File: config.mk
export PLATFORM = sky130hd
export DESIGN_NAME = pipelined_adder
export DESIGN_NICKNAME = d
export VERILOG_FILES = /design/src/rtl/pipelined_adder.sv
export SDC_FILE = /design/constraint.sdc
export NUM_CORES = 1
export LEC_CHECK = 0
export BUFFER_PORTS_ARGS = -buffer_cell sky130_fd_sc_hd__buf_2
export CAP_MARGIN = 10
export CORE_UTILIZATION = 30
export CTS_BUF_LIST = sky130_fd_sc_hd__clkbuf_8
export CTS_CLUSTER_SIZE = 12
export DETAILED_ROUTE_END_ITERATION = 12
export SETUP_SLACK_MARGIN = 0.02
export SYNTH_ARGS = -nofsm -noshare
export SYNTH_HDL_FRONTEND = slang
export SYNTH_SLANG_ARGS = --single-unit
File: constraint.sdc
create_clock -name clk -period 2 [get_ports clk]
set_input_delay 0.3 -clock clk [delete_from_list [all_inputs] [get_ports clk]]
set_output_delay 0.3 -clock clk [all_outputs]
set_load 0.01 [all_outputs]
File: src/rtl/pipelined_adder.sv
// Pipelined ripple-segment adder/subtractor: a WIDTH-bit add is split into
// WIDTH/SEG segments, one per clock, with the segment carry registered between stages.
module pipelined_adder #(
   parameter int WIDTH = 16,
   parameter int SEG   = 4
) (
   input  logic             clk,
   input  logic             reset,
   input  logic             in_valid,
   output logic             in_ready,
   input  logic [WIDTH-1:0] a,
   input  logic [WIDTH-1:0] b,
   input  logic             cin,
   input  logic             sub,
   output logic             out_valid,
   input  logic             out_ready,
   output logic [WIDTH-1:0] sum,
   output logic             cout,
   output logic             ovf
);

   localparam int STAGES = WIDTH / SEG;

   if (SEG < 1 || WIDTH < SEG || (WIDTH % SEG) != 0) begin : g_bad_params
      $error("pipelined_adder: WIDTH (%0d) must be a non-zero multiple of SEG (%0d)", WIDTH, SEG);
   end

   // Handshake: a beat moves on a side when valid & ready are both 1 at the rising edge.
   // The whole pipe, outputs included, freezes while a result waits on out_ready.
   logic stall;
   assign stall    = out_valid & ~out_ready;
   assign in_ready = ~stall;

   // Level k holds operands (b already conditioned), the carry into segment k,
   // and the result segments below k.
   logic             valid_q [STAGES];
   logic [WIDTH-1:0] a_q     [STAGES];
   logic [WIDTH-1:0] b_q     [STAGES];
   logic [WIDTH-1:0] psum_q  [STAGES];
   logic             c_q     [STAGES];

   logic [SEG:0]     seg_res  [STAGES];
   logic [WIDTH-1:0] psum_nxt [STAGES];

   function automatic logic [WIDTH-1:0] put_seg(input logic [WIDTH-1:0] v, input int k,
                                                input logic [SEG-1:0] s);
      logic [WIDTH-1:0] r;
      r = v;
      r[k*SEG +: SEG] = s;
      return r;
   endfunction

   for (genvar k = 0; k < STAGES; k++) begin : g_seg
      assign seg_res[k]  = {1'b0, a_q[k][k*SEG +: SEG]} + {1'b0, b_q[k][k*SEG +: SEG]}
                         + {{SEG{1'b0}}, c_q[k]};
      assign psum_nxt[k] = put_seg(psum_q[k], k, seg_res[k][SEG-1:0]);
   end

   always_ff @(posedge clk) begin
      if (reset) begin
         for (int k = 0; k < STAGES; k++) begin
            valid_q[k] <= 1'b0;
            a_q[k]     <= '0;
            b_q[k]     <= '0;
            psum_q[k]  <= '0;
            c_q[k]     <= 1'b0;
         end
         out_valid <= 1'b0;
         sum       <= '0;
         cout      <= 1'b0;
         ovf       <= 1'b0;
      end else if (!stall) begin
         valid_q[0] <= in_valid;
         if (in_valid) begin
            a_q[0]    <= a;
            b_q[0]    <= sub ? ~b : b;
            c_q[0]    <= sub ? ~cin : cin;
            psum_q[0] <= '0;
         end
         // Data only advances with a valid beat so bubbles keep the last values.
         for (int k = 0; k < STAGES - 1; k++) begin
            valid_q[k+1] <= valid_q[k];
            if (valid_q[k]) begin
               a_q[k+1]    <= a_q[k];
               b_q[k+1]    <= b_q[k];
               c_q[k+1]    <= seg_res[k][SEG];
               psum_q[k+1] <= psum_nxt[k];
            end
         end
         out_valid <= valid_q[STAGES-1];
         if (valid_q[STAGES-1]) begin
            sum  <= psum_nxt[STAGES-1];
            cout <= seg_res[STAGES-1][SEG];
            ovf  <= (a_q[STAGES-1][WIDTH-1] == b_q[STAGES-1][WIDTH-1]) &&
                    (seg_res[STAGES-1][SEG-1] != a_q[STAGES-1][WIDTH-1]);
         end
      end
   end

endmodule

* After elaboration in Yosys (flattened, before gate mapping)
Memory sizes are Yosys's and may differ from the RTL's. A register that Yosys moved wholly into a read port is not among the register bits. Index checks and enable logic that the tools add are counted. Widths: inputs -> output; s select.
Word-level totals: bits of input ports 38, logic and storage cells 89, output and inout port bits 20, RAM bits 200, memories 5, flip-flop bits (word level) 19
Memory list:
- a_q | depth 4, bits a word 16, read ports 4, clocked after Yosys merged registers in 0, wr ports 4, line 37 | logic [WIDTH-1:0] a_q [STAGES];
- b_q | depth 4, bits a word 16, read ports 4, clocked after Yosys merged registers in 0, wr ports 4, line 38 | logic [WIDTH-1:0] b_q [STAGES];
- psum_q | depth 4, bits a word 16, read ports 4, clocked after Yosys merged registers in 1, wr ports 4, line 39 | logic [WIDTH-1:0] psum_q [STAGES];
- c_q | depth 4, bits a word 1, read ports 4, clocked after Yosys merged registers in 0, wr ports 4, line 40 | logic c_q [STAGES];
- valid_q | depth 4, bits a word 1, read ports 4, clocked after Yosys merged registers in 0, wr ports 4, line 36 | logic valid_q [STAGES];
Operators by class: reduce and logical (&&, ||, !) cells 2, mux-type cells 43, add/sub/neg operators 8, bitwise logic cells 25, eq/ne operators 2
Operator list (count):
- $mux 16 | 13
- $mux 1 | 30
- $add 4x4->5 | 4
- $add 5x1->5 | 4
- $or 1x1->1 | 20
- $not 16->16 | 1
- $not 1->1 | 3
- $reduce_and 2->1 | 1
- $and 1x1->1 | 1
- $eq 1x1->1 | 1
- $logic_and 1x1->1 | 1
- $ne 1x1->1 | 1

* Logic depth before layout (Yosys ltp)
Gate-level depths: netlist of run 1.
depth in word-level cells 6, mapped depth 6, depth with buffers taken out 6

* Least setup slack after synthesis of run 1
OpenSTA, ideal clock, no wires.
path kind flip-flop to flip-flop, from register out_valid (read register of valid_q), to memory a_q[0][0], enable pin, slack 0.216 ns, period minus slack after synthesis 1.784 ns, arrival 1.300 ns, path buffers 0, library setup time 0.484 ns, data required time 1.516 ns, cell stages (with the launch flop) 5, cell sequence dfxtp_1 > nor2b_4 > inv_6 > nand2_1 > nand2_1
RTL lines:
- start: declaration | line 15 | output logic out_valid,
- end: declaration | line 37

==> summary.txt, run 1 <==
worst rel slew slack: 68.6%
routed len/inst: 11.1 um
PortBufs: 57
Hold WC Path Type: primary input to register
CP required: 2290 ps
stages on the worst setup path: 6
Via density: 4.03
Synth Net Count: 479
setup TNS: 0 ps
Final GP Congestion: 0.718
post-detailed-route count of antenna-violating nets: 0
Seq/Total Area, Yosys: 67.8%
PostCTS Resize Cnt: 0
async set or reset register ratio after synthesis: 0%
Peak Freq: 563 MHz
Max Root-Sink Buffers: 2
Syn. warnings: 0
Peak supply drop: 411 uV
DRC Markers: 0
first-pass GRT wire length: 13800 um
Crit path top cell by count: fa_1
post-CTS setup buffers: 0
share of cells above drive strength 1: 20.1%
Core Area: 18000 um2
post-synthesis register bit count: 131
Flop pwr share: 55.8%
Clock power frac: 37.8%
RSZ-0062 raised after global routing: no
# clock sinks: 131
logic gate share of total power: 6.4%
Ports: 58
status: finished, final reports clean
placed instance area: 6090 um2
Setup Skew: 11.2 ps
final worst-path cycle share: 88.8%
initial DRC count: 160
startpoint type of the worst setup path: register
Worst-Margin Slew: 471 ps
std cell rows: 49
sw frac: 21.1%
vias post-DR: 2948
H-tree Lvls: 4
Post-synth EDFFs: 112
hold path depth: 2
die area: 19000 um2
Syn Area/Cell: 13.1 um2
die width: 138 um
Setup crit end kind: register
mapped cell area: 5520 um2
Worst Path Arrival: 2060 ps
critical path's top delay family: adder cells
Sw Pwr: 0.00120 W
top_reg_cell synth: edfxtp_1
Worst Path Buf+Inv: 1
global route overflow: 0
Power Dens Cells: 876 nW/um2
Crit-path slowest cell: fa_1
Leak Pwr: 2.56 nW
slowest stage delay, CP: 470 ps
Post-Route WL: 8080 um
nets@finish: 547
final instance area: 6470 um2
Unique masters post-synth: 33
antenna cells: 0
Setup CP Type: register to register
Cells after Synth: 421
CP max FO: 2
TritonCTS Buffers: 17
Post-DP HPWL: 5930 um
P&R area growth vs syn: 17.2%
initial antenna violation count: 0
router iterations before antenna repair: 4
final hold viol count: 0
Max Cap Viol: 0
Clock Tree Root: clkbuf_8
initial core utilization: 30.6%
fin crit period: 1780 ps
fin. max-slew vios: 0
setup violators final: 0
CP cell instances: inv_1 > fa_1 > fa_1 > nor2b_1 > o21ai_0 > a21oi_1
CTS tree: done
CTS clk-pin slew, worst paths: 70 ps
R2R depth: 6
Int Pwr: 0.00447 W
DIE HEIGHT: 138 um
hold buffer count at cts: 0
vias in the first global route: 3016
Total GRT Usage: 9.73%
clk_lat worst skew: 440 ps
largest net degree at the start of global routing: 34
## metal layers
metal  global-route usage, %  wire, um  part of all wire (%)
met5                       0         0                     0
met4                    6.53       170                   2.1
met3                    3.31       496                   6.1
met2                    14.7      3480                    43
met1                    11.7      3930                    49
## flip-flops by register name, summed over array words and instances, names as in the netlist, 4 cells and up
name,cells
b_q,40
c_q,4
valid_q,4
psum_q,24
a_q,40
sum,16
## layout by cell type (no fill, tap or decap), types with 8 or more instances in the layout
master    instances
edfxtp_1        112
and2_1           77
buf_2            57
nand2_1          37
nor2_1           30
inv_1            29
a21oi_1          20
dfxtp_1          19
xnor2_1          18
clkbuf_8         17
ha_1             12
nor2b_1           9
fa_1              8
## cells by family after synthesis
logic type | count (synthesis) | share of synthesized area (%)
XOR/XNOR | 19 | 3.01
flip-flops | 131 | 67.8
AO/OA/AOI/OAI | 32 | 3.13
AND/OR/NAND/NOR | 174 | 16.9
adder cells (fa/ha/maj) | 20 | 5.62
buffers and inverters | 45 | 3.51
## worst register-to-register path: cells and delay by family (launching register included)
kind                     cells  cell delay [ps]
adder cells (fa/ha/maj)      2              870
flip-flops                   1              320
AO/OA/AOI/OAI                2              240
AND/OR/NAND/NOR              1              140
buffers and inverters        1               60
## power groups by stage
stage | sequential (W) | combinational, W | clock (W)
after floorplan | 0.00322 | 0.000248 | 0
after global placement | 0.00322 | 0.000357 | 0
after detailed placement | 0.00323 | 0.000369 | 0
after CTS | 0.00317 | 0.000370 | 0.00222
after global routing | 0.00318 | 0.000416 | 0.00231
final | 0.00317 | 0.000362 | 0.00214
## per-stage QoR
step           instances  util [%]  hold slack, ps  setup WS (ps)  power [W]
5_1_grt              731      35.9             107           86.9    0.00591
3_5_place_dp         699      33.8             448            242    0.00360
3_3_place_gp         699      33.8             445            279    0.00358
4_1_cts              731      35.9            97.7            222    0.00575
2_1_floorplan        421         -             471            216    0.00346
6_report             731      35.9             141            224    0.00567
## synth_stat cells (6+ instances only)
| master | count | area [um2] |
|---|---|---|
| nor2b_1 | 9 | 56.3 |
| and2_1 | 77 | 482 |
| inv_1 | 27 | 101 |
| o21ai_0 | 6 | 30.0 |
| buf_2 | 10 | 50.1 |
| nand2_1 | 37 | 139 |
| dfxtp_1 | 19 | 380 |
| xnor2_1 | 18 | 158 |
| edfxtp_1 | 112 | 3360 |
| a21oi_1 | 20 | 100 |
| nor2_1 | 30 | 113 |
| ha_1 | 12 | 150 |
| fa_1 | 8 | 160 |
## layout make-up
cell class / count / area, um2
multi-input cells: 245 / 1580
fillers: 1769 / 11600
repair buffers: 63 / 355
well taps: 229 / 287
inverters: 31 / 121
clock buffers: 17 / 234
clock inverters: 15 / 149
flip-flops and latches: 131 / 3740
## path summary, 6_finish.rpt
path                   from          to  slack, ps
setup / recovery  b_q[1][4]      c_q[2]        220
hold / removal        a[15]  a_q[0][15]        140
setup reg to reg  b_q[1][4]      c_q[2]        220
hold reg to reg     sum[11]     sum[11]        460
Note: power is estimated with default switching activity, not from simulation.
==> run 2, diff against run 1 <==
Settings changed: CORE_UTILIZATION 30 to 45.
==> summary.txt, run 2 (synthesized netlist as in run 1, its figures left out) <==
RSZ-0062 raised after global routing: no
status: finished with violations
post-detailed-route count of antenna-violating nets: 0 (unchanged)
Non-Filler Instances: 649 (-11%)
first-pass GRT wire length: 12400 um (-9.7%)
Hold WC Path Type: primary input to register
# clock sinks: 131 (unchanged)
Worst Path Arrival: 2040 ps (-20 ps)
Setup crit end kind: register
Post-DP HPWL: 5220 um (-12%)
Setup Skew: 10.3 ps (-0.886 ps)
fin. max-slew vios: 0 (unchanged)
die area: 12700 um2 (-33%)
Max Root-Sink Buffers: 2 (unchanged)
nets@finish: 547 (unchanged)
critical hold path startpoint: a[13]
final hold viol count: 0 (unchanged)
final worst-path cycle share: 88.3% (-0.49 points)
vias post-DR: 2956 (+0.27%)
setup violators final: 0 (unchanged)
R2R depth: 6 (unchanged)
DRC Markers: 1 (+1)
Final Util: 53.6% (+18 points)
Core Area: 12000 um2 (-34%)
std cell rows: 40 (-18%)
TritonCTS Buffers: 17 (unchanged)
initial antenna violation count: 0 (unchanged)
share of cells above drive strength 1: 20.3% (+0.20 points)
Final GP Congestion: 0.743 (+3.5%)
Post-Place Cells: 617 (-12%)
Leak Pwr: 2.57 nW (+0.40%)
fin crit period: 1770 ps (-9.80 ps)
commonest non-fill, non-tap cell in the layout: edfxtp_1
clk_lat worst skew: 420 ps (-20 ps)
Max Cap Viol: 0 (unchanged)
H-tree Lvls: 4 (unchanged)
PortBufs: 57 (unchanged)
initial core utilization: 46.2% (+16 points)
Fill cells: 1054 (-40%)
startpoint type of the worst setup path: register
r2r startpoint: b_q[2][8]
hold path depth: 2 (unchanged)
final instance area: 6410 um2 (-0.95%)
global route overflow: 0 (unchanged)
DIE HEIGHT: 113 um (-18%)
Peak Freq: 566 MHz (+0.56%)
Total GRT Usage: 12.9% (+3.2 points)
router iterations before antenna repair: 8 (+4)
hold buffer count at cts: 0 (unchanged)
CP max FO: 2 (unchanged)
Post-Route WL: 7220 um (-11%)
die width: 113 um (-18%)
failing checks: design-rule violations
Peak supply drop: 654 uV (+59%)
largest net degree at the start of global routing: 34 (unchanged)
vias in the first global route: 2811 (-6.8%)
initial DRC count: 130 (-19%)
Worst-Margin Slew: 462 ps (-8.07 ps)
Power Dens Cells: 913 nW/um2 (+4.1%)
placed instance area: 5990 um2 (-1.7%)
antenna cells: 0 (unchanged)
P&R area growth vs syn: 16.1%
Clock Tree Root: clkbuf_8
CP startpoint: b_q[2][8]
Via density: 4.55 (+13%)
CP required: 2280 ps (about the same)
CTS clk-pin slew, worst paths: 70 ps (about the same)
Setup CP Type: register to register
routed len/inst: 11.1 um (+0.70%)
setup TNS: 0 ps (unchanged)
post-CTS setup buffers: 0 (unchanged)
PostCTS Resize Cnt: 0 (unchanged)
worst rel slew slack: 69.2% (+0.54 points)
Ports: 58 (unchanged)
Regs by FF count: a_q x40, b_q x40, psum_q x24
CTS tree: done
most frequent cells in the layout: 112 x edfxtp_1, 77 x and2_1, 57 x buf_2
==> run 2: routing by layer <==
| metal | vias up | share of wire (%) | GRT usage (%) |
|---|---|---|---|
| met5 | - | 0 | 0 |
| met4 | 0 | 1.2 | 5.60 |
| met3 | 7 | 5.3 | 5.62 |
| met2 | 67 | 46 | 20.8 |
| met1 | 1338 | 48 | 15.0 |
| li1 | 1544 | - | - |
==> run 2: area by class of cell <==
type                            count  area [um2]  area share (%)
Clock buffer                       17         234            3.65
Tap cell                          147         184            2.87
Multi-Input combinational cell    245        1580            24.7
Inverter                           31         121            1.89
Timing Repair Buffer               63         355            5.54
Clock inverter                     15         190            2.97
Sequential cell                   131        3740            58.4
==> run 2: path summary, 6_finish.rpt <==
check	endpoint	slack [ps]
setup / recovery	c_q[3]	230
hold / removal	a_q[0][13]	150
setup reg to reg	c_q[3]	230
hold reg to reg	sum[0]	450
==> run 2: per-stage QoR <==
step                      hold slack, ps  setup slack [ps]  power, W
after global routing                 112               107   0.00608
final                                149               234   0.00585
after global placement               441               295   0.00358
after CTS                            119               228   0.00592
after floorplan                      471               216   0.00346
after detailed placement             446               245   0.00359
==> run 2: worst max-delay path, cell delays in order (launching register included) <==
cell and delay [ps]:
edfxtp_1 330, inv_1 50, fa_1 450, fa_1 400, nor2b_1 150, o21ai_0 110, a21oi_1 140
==> run 2: where the power goes <==
group | internal, W | switching, W
Combinational | 0.000155 | 0.000202
Clock | 0.00135 | 0.000988
Sequential | 0.00312 | 0.0000401
Total | 0.00462 | 0.00123
==> run 3, diff against run 2 <==
Settings changed: SETUP_SLACK_MARGIN 0.02 to 0.5.
==> summary.txt, run 3 (synthesized netlist as in run 1, its figures left out) <==
CP max FO: 2 (unchanged)
initial antenna violation count: 0 (unchanged)
Int Pwr: 0.00468 W (+1.2%)
router iterations before antenna repair: 4 (-4)
sw frac: 21.6% (+0.60 points)
die width: 113 um (unchanged)
first-pass GRT wire length: 13200 um (+5.9%)
most frequent cells in the layout: 112 x edfxtp_1, 77 x and2_1, 57 x buf_2
P&R area growth vs syn: 19.9%
CTS tree: done
Worst-Margin Slew: 469 ps (+6.47 ps)
startpoint type of the worst setup path: register
Setup CP Type: register to register
TritonCTS Buffers: 17 (unchanged)
Final GP Congestion: 0.748 (+0.65%)
Post-Route WL: 7650 um (+5.9%)
Clock power frac: 40.0% (about the same)
DIE HEIGHT: 113 um (unchanged)
clk_lat worst skew: 420 ps (about the same)
Peak Freq: 612 MHz (+8.0%)
r2r startpoint: c_q[2]
Post-Place Cells: 615 (-0.32%)
worst rel slew slack: 68.7% (-0.43 points)
top layer in use: met4
Max Root-Sink Buffers: 2 (unchanged)
setup violators final: 0 (unchanged)
Via density: 4.62 (+1.5%)
Max Cap Viol: 0 (unchanged)
DRC Markers: 0 (-1)
worst hold slack: 141 ps (-7.39 ps)
post-detailed-route count of antenna-violating nets: 0 (unchanged)
fin. max-slew vios: 0 (unchanged)
reg2reg end: c_q[3]
Register Area: 3740 um2 (about the same)
vias post-DR: 3029 (+2.5%)
antenna cells: 0 (unchanged)
routed len/inst: 11.7 um (+5.0%)
area of the multi-input gates: 1710 um2 (+7.7%)
RSZ-0062 raised after global routing: yes
Worst Path Arrival: 1910 ps (-130 ps)
metal2 WL: 3470 um (+5.0%)
die area: 12700 um2 (unchanged)
Post-DP HPWL: 5360 um (+2.6%)
WL met3: 354 um (-7.1%)
Fill cells: 1010 (-4.2%)
crit path to: c_q[3]
commonest non-fill, non-tap cell in the layout: edfxtp_1
largest net degree at the start of global routing: 34 (unchanged)
Peak supply drop: 448 uV (-31%)
Total GRT Usage: 13.5% (+0.62 points)
status: finished, final reports clean
H-tree Lvls: 4 (unchanged)
CP required: 2280 ps (about the same)
nets@finish: 553 (+1.1%)
logic gate share of total power: 7.0% (+0.9 points)
Clock Tree Root: clkbuf_8
vias in the first global route: 2936 (+4.4%)
initial DRC count: 144 (+11%)
PortBufs: 57 (unchanged)
std cell rows: 40 (unchanged)
final worst-path cycle share: 81.7% (-6.6 points)
Non-Filler Instances: 655 (+0.92%)
initial core utilization: 46.2% (unchanged)
Hold WC Path Type: primary input to register
setup TNS: 0 ps (unchanged)
CP startpoint: c_q[2]
Regs by FF count: a_q x40, b_q x40, psum_q x24
CTS clk-pin slew, worst paths: 80 ps (about the same)
Setup Skew: 7.38 ps (-2.93 ps)
final hold viol count: 0 (unchanged)
# clock sinks: 131 (unchanged)
Ports: 58 (unchanged)
reg-to-reg slack, setup: 370 ps (+130 ps)
Sw Pwr: 0.00129 W (+4.9%)
global route overflow: 0 (unchanged)
Power Dens Cells: 901 nW/um2 (-1.3%)
fin crit period: 1630 ps (-131 ps)
R2R depth: 6 (unchanged)
Core Area: 12000 um2 (unchanged)
share of cells above drive strength 1: 29.5% (+9.2 points)
Leak Pwr: 2.61 nW (+1.3%)
M1 WL: 3680 um (+6.8%)
Flop pwr share: 53.0% (-1.0 points)
Setup crit end kind: register
[run 3: cell types whose count changed in the layout (fill, tap and decap cells not counted), moves of 5 or more]
cell,change
inv_1,-8
o21ai_0,-6
inv_2,+6
fa_2,+8
fa_1,-8
nand2_1,-5
[run 3: what timing repair did]
action / CTS / global route
resized for setup: 9 / 25
pin swaps: 8 / 16
endpoints found under the setup margin: 35 / 75
hold buffers: 0 / 0
hold endpoints to repair: 0 / 0
buffers inserted: 2 / 5
gates cloned: 0 / 1
[run 3: how the worst min path moves through the flow]
| stage | end | start | depth (start not counted) | slack, ps |
|---|---|---|---|---|
| after floorplan | sum[0] | psum_q[3][0] | 2 | 470 |
| after global placement | sum[14] | sum[14] | 2 | 440 |
| after detailed placement | sum[3] | sum[3] | 2 | 450 |
| after CTS | a_q[0][0] | a[0] | 2 | 110 |
| after global routing | a_q[0][7] | a[7] | 2 | 120 |
| final | a_q[0][0] | a[0] | 2 | 140 |
[run 3: metrics by stage]
| step | setup WS [ps] | instance area, um2 | util [%] | total power, W |
|---|---|---|---|---|
| after floorplan | 449 | 5570 | - | 0.00347 |
| after global placement | 380 | 6030 | 50.4 | 0.00359 |
| after detailed placement | 308 | 6030 | 50.4 | 0.00360 |
| after CTS | 361 | 6500 | 54.3 | 0.00602 |
| after global routing | 285 | 6620 | 55.4 | 0.00622 |
| final | 365 | 6620 | 55.4 | 0.00597 |
[run 3: worst max-delay path, stage by stage (launching register included)]
cell and delay [ps]:
edfxtp_1 340, inv_2 50, fa_2 400, fa_2 390, nor2b_4 140, o21ai_2 60
a21oi_1 110
[run 3: metal layers]
metal / vias to the layer above / GRT usage (%)
met5: - / 0
met1: 1378 / 16.5
met4: 0 / 7.73
li1: 1566 / -
met2: 74 / 21.4
met3: 11 / 4.18
[run 3: cell type report]
type / count / share of cell area, %
inverter: 31 / 1.89
clock inverter: 15 / 3.16
clock buffer: 17 / 3.53
sequential: 131 / 56.5
tap: 147 / 2.78
multi-input combinational: 245 / 25.8
timing repair inverter: 1 / 0.113
timing repair buffer: 68 / 6.23
[run 3: power by group through the flow]
stage | Sequential, W | Clock, W | Combinational, W
2_1_floorplan | 0.00322 | 0 | 0.000257
3_3_place_gp | 0.00322 | 0 | 0.000369
3_5_place_dp | 0.00323 | 0 | 0.000378
4_1_cts | 0.00317 | 0.00247 | 0.000385
5_1_grt | 0.00318 | 0.00257 | 0.000475
6_report | 0.00316 | 0.00239 | 0.000416
